==> config.mk <==
export PLATFORM = sky130hd
export DESIGN_NAME = rf_write_arbiter_flat
export DESIGN_NICKNAME = d
export VERILOG_FILES = /design/src/rtl/rf_pkg.sv /design/src/rtl/rf_write_arbiter_if.sv /design/src/rtl/rr_arb2.sv /design/src/rtl/rf_write_arbiter.sv /design/src/flat_wrapper.sv
export SDC_FILE = /design/constraint.sdc
export NUM_CORES = 1
export LEC_CHECK = 0
export CAP_MARGIN = 20
export CELL_PAD_IN_SITES_DETAIL_PLACEMENT = 1
export CELL_PAD_IN_SITES_GLOBAL_PLACEMENT = 2
export CORE_AREA = 2 2 107 187
export DETAILED_ROUTE_END_ITERATION = 12
export DIE_AREA = 0 0 109 189
export PLACE_DENSITY_LB_ADDON = 0.1
export SLEW_MARGIN = 5
export SYNTH_ARGS = -nofsm -noshare
export SYNTH_HDL_FRONTEND = slang
export SYNTH_SLANG_ARGS = --single-unit
==> constraint.sdc <==
create_clock -name clk -period 2.71 [get_ports clk]
set_input_delay 0.6775 -clock clk [delete_from_list [all_inputs] [get_ports clk]]
set_output_delay 0.6775 -clock clk [all_outputs]
set_load 0.03 [all_outputs]
==> src/rtl/rf_pkg.sv <==
// -----------------------------------------------------------------------------
// rf_pkg
// Shared definitions for the register-file write path: the ppp (partial
// write pattern) encodings, the largest legal ppp code, and the requester
// indices used by the write arbiter.
// Ports: none (package).
// -----------------------------------------------------------------------------
package rf_pkg;

    // Partial-write patterns understood by the register file
    localparam logic [2:0] PPP_ALL  = 3'b000;
    localparam logic [2:0] PPP_HI   = 3'b001;
    localparam logic [2:0] PPP_LO   = 3'b010;
    localparam logic [2:0] PPP_EVEN = 3'b011;
    localparam logic [2:0] PPP_ODD  = 3'b100;
    localparam logic [2:0] PPP_MAX  = PPP_ODD;

    // Requester indices on the arbiter
    localparam int REQ_ALU = 0;
    localparam int REQ_MEM = 1;

    // Codes above PPP_MAX have no meaning to the register file
    function automatic logic ppp_is_legal(input logic [2:0] ppp);
        return (ppp <= PPP_MAX);
    endfunction

endpackage

==> src/rtl/rf_write_arbiter_if.sv <==
// -----------------------------------------------------------------------------
// rf_write_arbiter_if
// Bundles the two write requesters (index REQ_ALU / REQ_MEM), the register
// file write port and the status outputs of the write arbiter.
// Signals:
//   req_vld[1:0]        request valid per requester
//   req_rd[2]  (AW)     destination register per requester
//   req_ppp[2] (3)      partial-write pattern per requester
//   req_din[2] (DW)     write data per requester
//   req_rdy[1:0]        request accepted this cycle
//   wb_wen/wb_rd/wb_ppp/wb_din   register-file write port
//   err_ppp             sticky illegal-ppp flag
//   coll_cnt (4)        saturating contention-cycle count
// Modports: master (requester/observer side), slave (arbiter side).
// -----------------------------------------------------------------------------
interface rf_write_arbiter_if #(
    parameter int DW = 64,
    parameter int AW = 5
);
    logic [1:0]    req_vld;
    logic [AW-1:0] req_rd  [2];
    logic [2:0]    req_ppp [2];
    logic [DW-1:0] req_din [2];
    logic [1:0]    req_rdy;

    logic          wb_wen;
    logic [AW-1:0] wb_rd;
    logic [2:0]    wb_ppp;
    logic [DW-1:0] wb_din;

    logic          err_ppp;
    logic [3:0]    coll_cnt;

    modport master (
        output req_vld, req_rd, req_ppp, req_din,
        input  req_rdy, wb_wen, wb_rd, wb_ppp, wb_din, err_ppp, coll_cnt
    );

    modport slave (
        input  req_vld, req_rd, req_ppp, req_din,
        output req_rdy, wb_wen, wb_rd, wb_ppp, wb_din, err_ppp, coll_cnt
    );
endinterface

==> src/rtl/rr_arb2.sv <==
// -----------------------------------------------------------------------------
// rr_arb2
// Two-way round-robin grant logic (purely combinational).
// Ports:
//   vld[1:0]  request valid per requester
//   lgp       index of the requester granted last
//   gnt[1:0]  one-hot (or zero) grant
// -----------------------------------------------------------------------------
module rr_arb2 (
    input  logic [1:0] vld,
    input  logic       lgp,
    output logic [1:0] gnt
);
    // A lone requester always wins; on a tie the one not granted last wins.
    assign gnt[0] = vld[0] & (~vld[1] |  lgp);
    assign gnt[1] = vld[1] & (~vld[0] | ~lgp);
endmodule

==> src/rtl/rf_write_arbiter.sv <==
// -----------------------------------------------------------------------------
// rf_write_arbiter
// Arbitrates the ALU and MEM write requesters onto the single register-file
// write port. Acceptance is combinational (the RF never backpressures); the
// write appears on wb_* exactly one cycle after acceptance. Requests with an
// illegal ppp are accepted but dropped and raise the sticky err_ppp flag.
// Ports:
//   clk       clock
//   reset     synchronous, active-high reset
//   bus       rf_write_arbiter_if.slave (requests, RF write port, status)
// Parameters: DW data width, AW register address width (must match bus).
// Configuration macro:
//   RFWA_R0_DROP_EN  when defined, writes to register 0 are accepted but do
//                    not raise wb_wen.
// -----------------------------------------------------------------------------
module rf_write_arbiter
    import rf_pkg::*;
#(
    parameter int DW = 64,
    parameter int AW = 5
) (
    input  logic                 clk,
    input  logic                 reset,
    rf_write_arbiter_if.slave    bus
);

    localparam logic [0:0] ST_IDLE  = 1'b0;
    localparam logic [0:0] ST_ISSUE = 1'b1;

    logic [0:0]    r_state;
    logic          r_lgp;
    logic [AW-1:0] r_rd;
    logic [2:0]    r_ppp;
    logic [DW-1:0] r_din;
    logic          r_err;
    logic [3:0]    r_coll;

    logic [1:0]    w_gnt;
    logic [1:0]    w_rdy;
    logic          w_acc;
    logic          w_sel;
    logic [AW-1:0] w_rd;
    logic [2:0]    w_ppp;
    logic [DW-1:0] w_din;
    logic          w_legal;
    logic          w_drop;
    logic          w_issue;

    rr_arb2 u_rr_arb2 (
        .vld (bus.req_vld),
        .lgp (r_lgp),
        .gnt (w_gnt)
    );

    // Nothing is accepted while reset is held, so in-flight requests are lost.
    assign w_rdy = reset ? 2'b00 : w_gnt;
    assign w_acc = |w_rdy;
    assign w_sel = w_rdy[REQ_MEM];

    assign w_rd  = bus.req_rd[w_sel];
    assign w_ppp = bus.req_ppp[w_sel];
    assign w_din = bus.req_din[w_sel];

    assign w_legal = ppp_is_legal(w_ppp);

`ifdef RFWA_R0_DROP_EN
    assign w_drop = (w_rd == '0);
`else
    assign w_drop = 1'b0;
`endif

    // Only legal, non-dropped acceptances produce a write one cycle later.
    assign w_issue = w_acc & w_legal & ~w_drop;

    always_ff @(posedge clk) begin
        if (reset) begin
            r_state <= ST_IDLE;
            r_lgp   <= 1'b1;
            r_rd    <= '0;
            r_ppp   <= '0;
            r_din   <= '0;
            r_err   <= 1'b0;
            r_coll  <= '0;
        end else begin
            r_state <= w_issue ? ST_ISSUE : ST_IDLE;

            // Write fields only move on an issued write and hold otherwise.
            if (w_issue) begin
                r_rd  <= w_rd;
                r_ppp <= w_ppp;
                r_din <= w_din;
            end

            // Any acceptance, even a dropped one, advances the round-robin.
            if (w_acc) begin
                r_lgp <= w_sel;
            end

            if (w_acc && !w_legal) begin
                r_err <= 1'b1;
            end

            if ((&bus.req_vld) && (r_coll != 4'hF)) begin
                r_coll <= r_coll + 4'd1;
            end
        end
    end

    assign bus.req_rdy  = w_rdy;
    assign bus.wb_wen   = (r_state == ST_ISSUE);
    assign bus.wb_rd    = r_rd;
    assign bus.wb_ppp   = r_ppp;
    assign bus.wb_din   = r_din;
    assign bus.err_ppp  = r_err;
    assign bus.coll_cnt = r_coll;

endmodule

==> src/flat_wrapper.sv <==
// flat-port wrapper written by rule: the top's interface ports become plain ports
module rf_write_arbiter_flat import rf_pkg::*;
#(
    parameter int DW = 64,
    parameter int AW = 5
)
  (clk, reset, bus_req_vld, bus_req_rd, bus_req_ppp, bus_req_din, bus_req_rdy, bus_wb_wen, bus_wb_rd, bus_wb_ppp, bus_wb_din, bus_err_ppp, bus_coll_cnt);
  rf_write_arbiter_if #(.DW(DW), .AW(AW)) bus_i ();
  input  logic clk;
  input  logic reset;
  input wire logic [$bits(bus_i.req_vld)-1:0] bus_req_vld;
  input wire logic [$bits(bus_i.req_rd)-1:0] bus_req_rd;
  input wire logic [$bits(bus_i.req_ppp)-1:0] bus_req_ppp;
  input wire logic [$bits(bus_i.req_din)-1:0] bus_req_din;
  output wire logic [$bits(bus_i.req_rdy)-1:0] bus_req_rdy;
  output wire logic [$bits(bus_i.wb_wen)-1:0] bus_wb_wen;
  output wire logic [$bits(bus_i.wb_rd)-1:0] bus_wb_rd;
  output wire logic [$bits(bus_i.wb_ppp)-1:0] bus_wb_ppp;
  output wire logic [$bits(bus_i.wb_din)-1:0] bus_wb_din;
  output wire logic [$bits(bus_i.err_ppp)-1:0] bus_err_ppp;
  output wire logic [$bits(bus_i.coll_cnt)-1:0] bus_coll_cnt;
  assign bus_i.req_vld = bus_req_vld;
  assign bus_i.req_rd = {>>{bus_req_rd}};
  assign bus_i.req_ppp = {>>{bus_req_ppp}};
  assign bus_i.req_din = {>>{bus_req_din}};
  assign bus_req_rdy = bus_i.req_rdy;
  assign bus_wb_wen = bus_i.wb_wen;
  assign bus_wb_rd = bus_i.wb_rd;
  assign bus_wb_ppp = bus_i.wb_ppp;
  assign bus_wb_din = bus_i.wb_din;
  assign bus_err_ppp = bus_i.err_ppp;
  assign bus_coll_cnt = bus_i.coll_cnt;
  rf_write_arbiter #(.DW(DW), .AW(AW)) u_core (.clk(clk), .reset(reset), .bus(bus_i));
endmodule
---- Yosys cells after proc, flatten, opt, wreduce, memory -nomap -nowiden ----
Cells that the tools add are included.
storage, ports and cells
  bits of input ports ..................... 148
  logic and storage cells ................. 36
  output and inout port bits .............. 80
  flip-flop bits (word level) ............. 79
operators by class
  equality and inequality tests ........... 1
  $lt $le $gt $ge ......................... 2
  reductions and logical operators ........ 5
  add/sub/neg operators ................... 1
  bitwise operators ....................... 9
  mux-type cells .......................... 11
operators with widths
  operator             number
  $mux 64              3
  $mux 5               3
  $mux 3               3
  $add 4x1->4 const B  1
  $ne 4x4->1 const B   1
  $and 1x1->1          3
  $le 3x3->1 const B   1
  $not 1->1            3
  $ge 2x2->1 const B   1
  $logic_and 1x1->1    2
  $mux 2               1
  $not 1->2            1
  $or 1x1->1           2
  $reduce_and 2->1     1
  $reduce_or 2->1      1
  $logic_not 1->1      1
  $mux 1               1

---- Longest topological paths before layout ----
Gate-level depths: netlist of the first run.
  depth in word-level cells ............... 11
  depth in mapped cells ................... 8
  gate-level depth less buffers ........... 5

---- By module ----
A second synthesis of the first run with hierarchy kept.
second synthesis, totals
  cell total of the unflattened synthesis .. 371
  area total of the unflattened synthesis .. 3843.7 um^2
by module, submodules not included
  module            cells an instance  area each (um^2)  times used  seq. area each (um^2)
  rf_write_arbiter  368                3824.9            1           1581.5
  rr_arb2           3                  18.8              1           0.0

---- Least setup slack after synthesis of the first run ----
OpenSTA, ideal clock, no wires.
  path kind ............................... input port to output port
  start point ............................. in bus_req_vld[1]
  end point ............................... out bus_req_rdy[1]
  setup slack ............................. 0.025 ns
  path buffers ............................ 3
  stages .................................. 5
  required time ........................... 2.033 ns
  arrival time ............................ 2.008 ns
  path through ............................ a21bo_1 > clkbuf_1 > buf_1 > buf_1 > nor2_1
between the ends
  word-level cells in the longest chain between the ends .. 2
RTL lines
  what         line                    RTL
  from (decl)  flat_wrapper.sv:11      input wire logic [$bits(bus_i.req_vld)-1:0] bus_req_vld;
  $and 1x1->1  rr_arb2.sv:16           assign gnt[1] = vld[1] & (~vld[0] | ~lgp);
  $mux 2       rf_write_arbiter.sv:56  assign w_rdy = reset ? 2'b00 : w_gnt;
  to (decl)    flat_wrapper.sv:15      output wire logic [$bits(bus_i.req_rdy)-1:0] bus_req_rdy;
No other way between the ends.

---- Final worst setup path of the first run ----
  start point ............................. in bus_req_vld[0]
  end point ............................... out bus_req_rdy[1]
between the ends
  word-level cells in the longest chain between the ends .. 4
RTL lines
  what         line
  $not 1->1    rr_arb2.sv:16
  $or 1x1->1   rr_arb2.sv:16
  $and 1x1->1  rr_arb2.sv:16
  $mux 2       rf_write_arbiter.sv:56
No other way between the ends.

==> results of run 1 <==
[cells in the final DEF (no fill, tap or decap)]
| cell type | synthesis | final |
|---|---|---|
| clkdlybuf4s50_1 | 0 | 223 |
| dfxtp_1 | 79 | 79 |
| mux2i_1 | 71 | 71 |
| o31ai_1 | 71 | 71 |
| o311ai_0 | 57 | 57 |
| buf_4 | 0 | 16 |
| o311ai_1 | 14 | 14 |
| clkbuf_16 | 0 | 9 |
| o21ai_0 | 5 | 5 |
| nor2_1 | 7 | 5 |
| nand2_1 | 5 | 5 |
| buf_12 | 0 | 5 |
| inv_1 | 3 | 3 |
| nor3_1 | 4 | 3 |
| a21oi_1 | 3 | 3 |
| clkinvlp_4 | 0 | 3 |
| o221a_2 | 1 | 2 |
| xnor2_1 | 2 | 2 |
| clkinv_2 | 0 | 2 |
| a21bo_4 | 0 | 1 |
| nor2_2 | 0 | 1 |
| nor3_2 | 0 | 1 |
| nor2_4 | 0 | 1 |
| or4_2 | 0 | 1 |
| inv_2 | 0 | 1 |
| a31oi_1 | 1 | 1 |
| and3_1 | 1 | 1 |
| o22ai_1 | 1 | 1 |
| or4_1 | 2 | 1 |
| o21a_1 | 1 | 1 |
| nand3_1 | 1 | 1 |
| ha_1 | 1 | 1 |
| bufinv_16 | 0 | 1 |
| dlygate4sd2_1 | 0 | 1 |
| buf_2 | 0 | 1 |
[sequential cells by signal, summed over array words and instances (netlist names)]
signal	flops
u_core.bus.wb_din	64
u_core.bus.wb_rd	5
u_core.bus.coll_cnt	4
u_core.bus.wb_ppp	3
u_core.bus.err_ppp	1
u_core.bus.wb_wen	1
u_core.r_lgp	1
[critical path: stages]
cell and delay, ns:
clkdlybuf4s50_1 0.45, a21bo_4 0.24, buf_4 0.13, buf_4 0.17
nor2_2 0.13, buf_12 0.14
[stage by stage]
| step | cells | utilization, % | power (mW) | setup slack, ns |
|---|---|---|---|---|
| global route | 835 | 35.5 | 3.46 | 0.000276 |
| CTS | 835 | 35.5 | 3.37 | 0.00469 |
| global placement | 820 | 34.0 | 2.12 | -0.282 |
| floorplan | 388 | - | 1.68 | 0.0246 |
| detailed placement | 820 | 34.0 | 2.14 | -0.402 |
| finish | 835 | 35.5 | 3.30 | 0.0848 |
[final timing paths]
check	to	slack, ns	cells past startpoint
worst max register to register	u_core.bus.wb_din[46]$_SDFFE_PP0P_	0.57	5
worst min register to register	u_core.bus.err_ppp$_SDFFE_PP0P_	0.46	2
worst max-delay path	bus_req_rdy[1]	0.08	6
worst min-delay path	u_core.bus.err_ppp$_SDFFE_PP0P_	0.46	2
[cell families (layout without fill, tap and decap cells)]
kind of cell | after synthesis | in the layout | synth area share [%]
AOI/OAI and AO/OA | 156 | 156 | 31.6
DFF | 79 | 79 | 40.0
muxes | 71 | 71 | 18.0
buffers and inverters | 59 | 265 | 7.32
and+or+nand+nor | 20 | 20 | 2.31
xor gates and xnor gates | 2 | 2 | 0.444
adders and majority gates | 1 | 1 | 0.317
[synthesized netlist by cell type]
| master | n |
|---|---|
| o22ai_1 | 1 |
| o221a_2 | 1 |
| a21bo_1 | 1 |
| and3_1 | 1 |
| o311ai_1 | 14 |
| ha_1 | 1 |
| nand2_1 | 5 |
| o21a_1 | 1 |
| o21ai_0 | 5 |
| mux2i_1 | 71 |
| nor2_1 | 7 |
| clkbuf_1 | 44 |
| clkinv_1 | 1 |
| or4_1 | 2 |
| buf_1 | 2 |
| a21oi_1 | 3 |
| o221a_1 | 1 |
| xnor2_1 | 2 |
| o311ai_0 | 57 |
| a31oi_1 | 1 |
| o31ai_1 | 71 |
| nand3_1 | 1 |
| nor3_1 | 4 |
| inv_1 | 3 |
| dfxtp_1 | 79 |
| buf_6 | 9 |
[power breakdown]
part	switching, mW	internal [mW]	leakage [nW]
clock	0.504	0.705	0.133
combinational	0.419	0.416	1.79
sequential	0.0340	1.23	0.645
[timing repair]
item / in CTS / in global routing
resized for setup: 1 / 1
setup buffers: 0 / 0
endpoints found under the setup margin: 21 / 1
pin swaps: 0 / 0
[per-layer routing]
layer | GRT usage [%] | wire [µm] | vias to the layer above
met2 | 29.1 | 8710 | 153
met3 | 3.61 | 1120 | 20
met5 | 0 | 0 | -
met4 | 4.78 | 272 | 0
met1 | 16.1 | 6060 | 2022
li1 | - | - | 1982
[cell type report]
class | instances | area (µm²)
clock inverter | 6 | 62.6
clock buffer | 9 | 225
multi-input combinational | 250 | 2100
tap | 241 | 302
sequential | 79 | 1580
inverter | 4 | 15.0
timing repair buffer | 246 | 2470
fill | 2146 | 12300
==> flow_summary.json, run 1 <==
{
  "outcome": "completed",
  "criticalPathCategory": "in2out",
  "worstSkewPairLatency_ns": 0.33,
  "synth.area.top_cells": "dfxtp_1, mux2i_1, o31ai_1",
  "grt-ovfl-total": 0,
  "power_density_nw_per_um2": 489,
  "synth_area_um2": 3950,
  "design_area_um2": 6750,
  "cts_root_buf": "clkbuf_16",
  "ant_nets": 0,
  "die_height_um": 189,
  "antenna_found_initial": 0,
  "syn_area_per_cell_um2": 10.2,
  "endpoint_kind": "primary output",
  "areaGrowthSynthToFinish_pct": 71.0,
  "cts_tree": "done",
  "clkTransAtPathRegs_ns": 0.06,
  "cts_buffer_depth": 2,
  "drc": 0,
  "cts_buffers": 9,
  "cts_hold_buf": 0,
  "setup_violations": 0,
  "drtPass1Iterations": 4,
  "synth_nets": 537,
  "power_leakage_nw": 2.57,
  "finalMaxSlewViolations": 0,
  "drive_above_1_share_pct": 7.58,
  "yosysSeqAreaShare_pct": 40.0,
  "die_area_um2": 20600,
  "synth_seq_cells": 79,
  "tightest_slew_ns": 0.747,
  "hpwl_um": 11400,
  "synth_warnings": 0,
  "clkSinkCount": 79,
  "max_freq_mhz": 381,
  "r2r_start": "u_core.r_lgp$_SDFFE_PP1P_",
  "yosysUniqueCellTypes": 26,
  "max_cap_viol_count": 0,
  "grt_usage_pct": 15.3,
  "fin_tns_setup_ns": 0,
  "start_util_pct": 20.8,
  "pin_count": 228,
  "relSlewSlack_pct": 50.2,
  "io_buffers": 227,
  "htree_num_levels": 3,
  "wl_um": 16200,
  "viasPerCell": 5.00,
  "finalClockSkew_ns": 0.00784,
  "vias": 4177,
  "hold_viol": 0,
  "placed_area_um2": 6460,
  "peakVddDrop_uv": 309,
  "grt_pass1_vias": 4461,
  "hold_class": "reg2reg",
  "fin_crit_ns": 2.63,
  "grt_pass1_wl_um": 24300,
  "required_ns": 2.03,
  "synth_top_area_cell": "dfxtp_1",
  "yosys.area.top_type_share_pct": 40.0,
  "crit_fanout": 8,
  "grt_max_degree": 73,
  "startpoint": "bus_req_vld[0]",
  "period_share_pct": 96.9,
  "fin_nets": 739,
  "wl_per_cell_um": 19.3,
  "n_antenna_cell": 0,
  "arrival_ns": 1.95,
  "grt_setup_unrepaired": "no",
  "drtIter0Drc": 89,
  "hold_ws_ns": 0.460,
  "core_area_um2": 19000,
  "gp_congestion": 0.709,
  "die_w_um": 109,
  "netlist_instances": 388,
  "hp-start": "u_core.bus.err_ppp$_SDFFE_PP0P_",
  "floorplan.rows": 67,
  "cp-start-kind": "primary input"
}
No activity file was read; power rests on OpenSTA's default activity.
==> run 2, diff against run 1 <==
--- a/config.mk
+++ b/config.mk
@@ -12,7 +12,7 @@
 export DETAILED_ROUTE_END_ITERATION = 12
 export DIE_AREA = 0 0 109 189
 export PLACE_DENSITY_LB_ADDON = 0.1
-export SLEW_MARGIN = 5
+export RECOVER_POWER = 25
 export SYNTH_ARGS = -nofsm -noshare
 export SYNTH_HDL_FRONTEND = slang
 export SYNTH_SLANG_ARGS = --single-unit
==> flow_summary.json, run 2 (same netlist as run 1, synthesis figures left out) <==
{
  "areaGrowthSynthToFinish_pct": 71.0,
  "path_common_cell": "buf_4",
  "fin_crit_ns": 2.63,
  "cts_buffer_depth": 2,
  "outcome": "completed",
  "core_area_um2": 19000,
  "swShare_pct": 29.0,
  "fin_nets": 739,
  "final_common_cell": "clkdlybuf4s50_1",
  "finalMaxSlewViolations": 0,
  "criticalPathCategory": "in2out",
  "cts_tree": "done",
  "drc": 0,
  "die_w_um": 109,
  "p_int_mw": 2.34,
  "hold_ws_ns": 0.457,
  "cp_top_family": "buffers and inverters",
  "crit_chain": "clkdlybuf4s50_1 -> a21bo_4 -> buf_4 -> buf_4 -> nor2_2 -> buf_12",
  "clkTransAtPathRegs_ns": 0.06,
  "layout_common_cells": "clkdlybuf4s50_1, dfxtp_1, mux2i_1, o31ai_1, o311ai_0",
  "tightest_slew_ns": 1.06,
  "max_cap_viol_count": 0,
  "clkSinkCount": 79,
  "power_frac_clock_pct": 36.7,
  "hpwl_um": 11400,
  "die_height_um": 189,
  "grt_setup_unrepaired": "no",
  "htree_num_levels": 3,
  "crit_fanout": 8,
  "drtIter0Drc": 95,
  "ant_nets": 0,
  "grt_max_degree": 73,
  "relSlewSlack_pct": 29.4,
  "largest_reg_flops": 64,
  "start_util_pct": 20.8,
  "period_share_pct": 96.9,
  "vias": 4164,
  "peakVddDrop_uv": 308,
  "drive_above_1_share_pct": 7.41,
  "cpMaxStageDelayCell": "clkdlybuf4s50_1",
  "grt-ovfl-total": 0,
  "final-seq-area_um2": 1580,
  "power_density_nw_per_um2": 488,
  "setup_violations": 0,
  "grt_pass1_wl_um": 24300,
  "hold_viol": 0,
  "finalClockSkew_ns": 0.00617,
  "cts_buffers": 9,
  "floorplan.rows": 67,
  "n_antenna_cell": 0,
  "fillers": 2146,
  "viasPerCell": 4.99,
  "gp_congestion": 0.709,
  "grt_usage_pct": 15.3,
  "grt_pass1_vias": 4461,
  "cp_num_buf_inv": 4,
  "p_comb_share_pct": 25.0,
  "arrival_ns": 1.95,
  "pin_count": 228,
  "required_ns": 2.03,
  "die_area_um2": 20600,
  "dp_cells": 820,
  "antenna_found_initial": 0,
  "wl_per_cell_um": 19.3,
  "cp-start-kind": "primary input",
  "instances_no_fill": 835,
  "cp_slowest_stage_delay_ns": 0.45,
  "hold_class": "reg2reg",
  "multiInputGateArea_um2": 2100,
  "io_buffers": 227,
  "p_switching_mw": 0.955,
  "cts_hold_buf": 0,
  "endpoint_kind": "primary output",
  "worstSkewPairLatency_ns": 0.33,
  "max_freq_mhz": 381,
  "wl_um": 16200,
  "cts_root_buf": "clkbuf_16",
  "drtPass1Iterations": 4,
  "seqPwrFrac_pct": 38.2,
  "power_leakage_nw": 2.67
}
[run 2: worst paths after layout]
kind	from	endpoint	slack, ns	cells after the start
hold reg to reg	u_core.bus.err_ppp$_SDFFE_PP0P_	u_core.bus.err_ppp$_SDFFE_PP0P_	0.46	2
hold / removal	u_core.bus.err_ppp$_SDFFE_PP0P_	u_core.bus.err_ppp$_SDFFE_PP0P_	0.46	2
setup reg to reg	u_core.r_lgp$_SDFFE_PP1P_	u_core.bus.wb_din[0]$_SDFFE_PP0P_	0.58	5
setup / recovery	bus_req_vld[0]	bus_req_rdy[1]	0.08	6
[run 2: power groups by stage]
| stage | Sequential (mW) | Clock [mW] | Combinational, mW |
|---|---|---|---|
| 4_1_cts | 1.26 | 1.26 | 0.853 |
| 5_1_grt | 1.27 | 1.29 | 0.883 |
| 3_3_place_gp | 1.28 | 0 | 0.842 |
| 2_1_floorplan | 1.41 | 0 | 0.272 |
| 3_5_place_dp | 1.29 | 0 | 0.851 |
| 6_report | 1.26 | 1.21 | 0.825 |
[run 2: area by class of cell]
cell class / count / area share, %
inverter: 4 / 0.222
tap: 241 / 4.46
sequential: 79 / 23.4
clock inverter: 6 / 0.926
multi-input combinational: 250 / 31.1
clock buffer: 9 / 3.33
timing repair buffer: 246 / 36.5
[run 2: repair_timing]
item / in CTS / in global routing
setup buffers: 0 / 0
endpoints found under the setup margin: 21 / 1
resized for setup: 1 / 1
pin swaps: 0 / 0
[run 2: layer usage]
metal,global-route usage [%],part of all wire [%]
met1,16.1,37
met5,0,0
met2,29.1,54
met3,3.61,6.8
met4,4.78,1.6
[run 2: metrics by stage]
step	TNS, ns	power [mW]	setup WS (ns)	instance area (µm²)	utilization (%)
after floorplan	0	1.68	0.0246	3950	-
after global placement	-19.59	2.12	-0.282	6460	34.0
after detailed placement	-25.10	2.14	-0.402	6460	34.0
after CTS	0	3.37	0.00469	6750	35.5
after global routing	0	3.44	0.000278	6750	35.5
final	0	3.29	0.0845	6750	35.5
[run 2: tightest hold or removal path, delay by kind of cell, from the launching register on]
family	cells	cell delay, ns
DFF	1	0.32
AOI/OAI and AO/OA	1	0.05
buffers and inverters	1	0.05
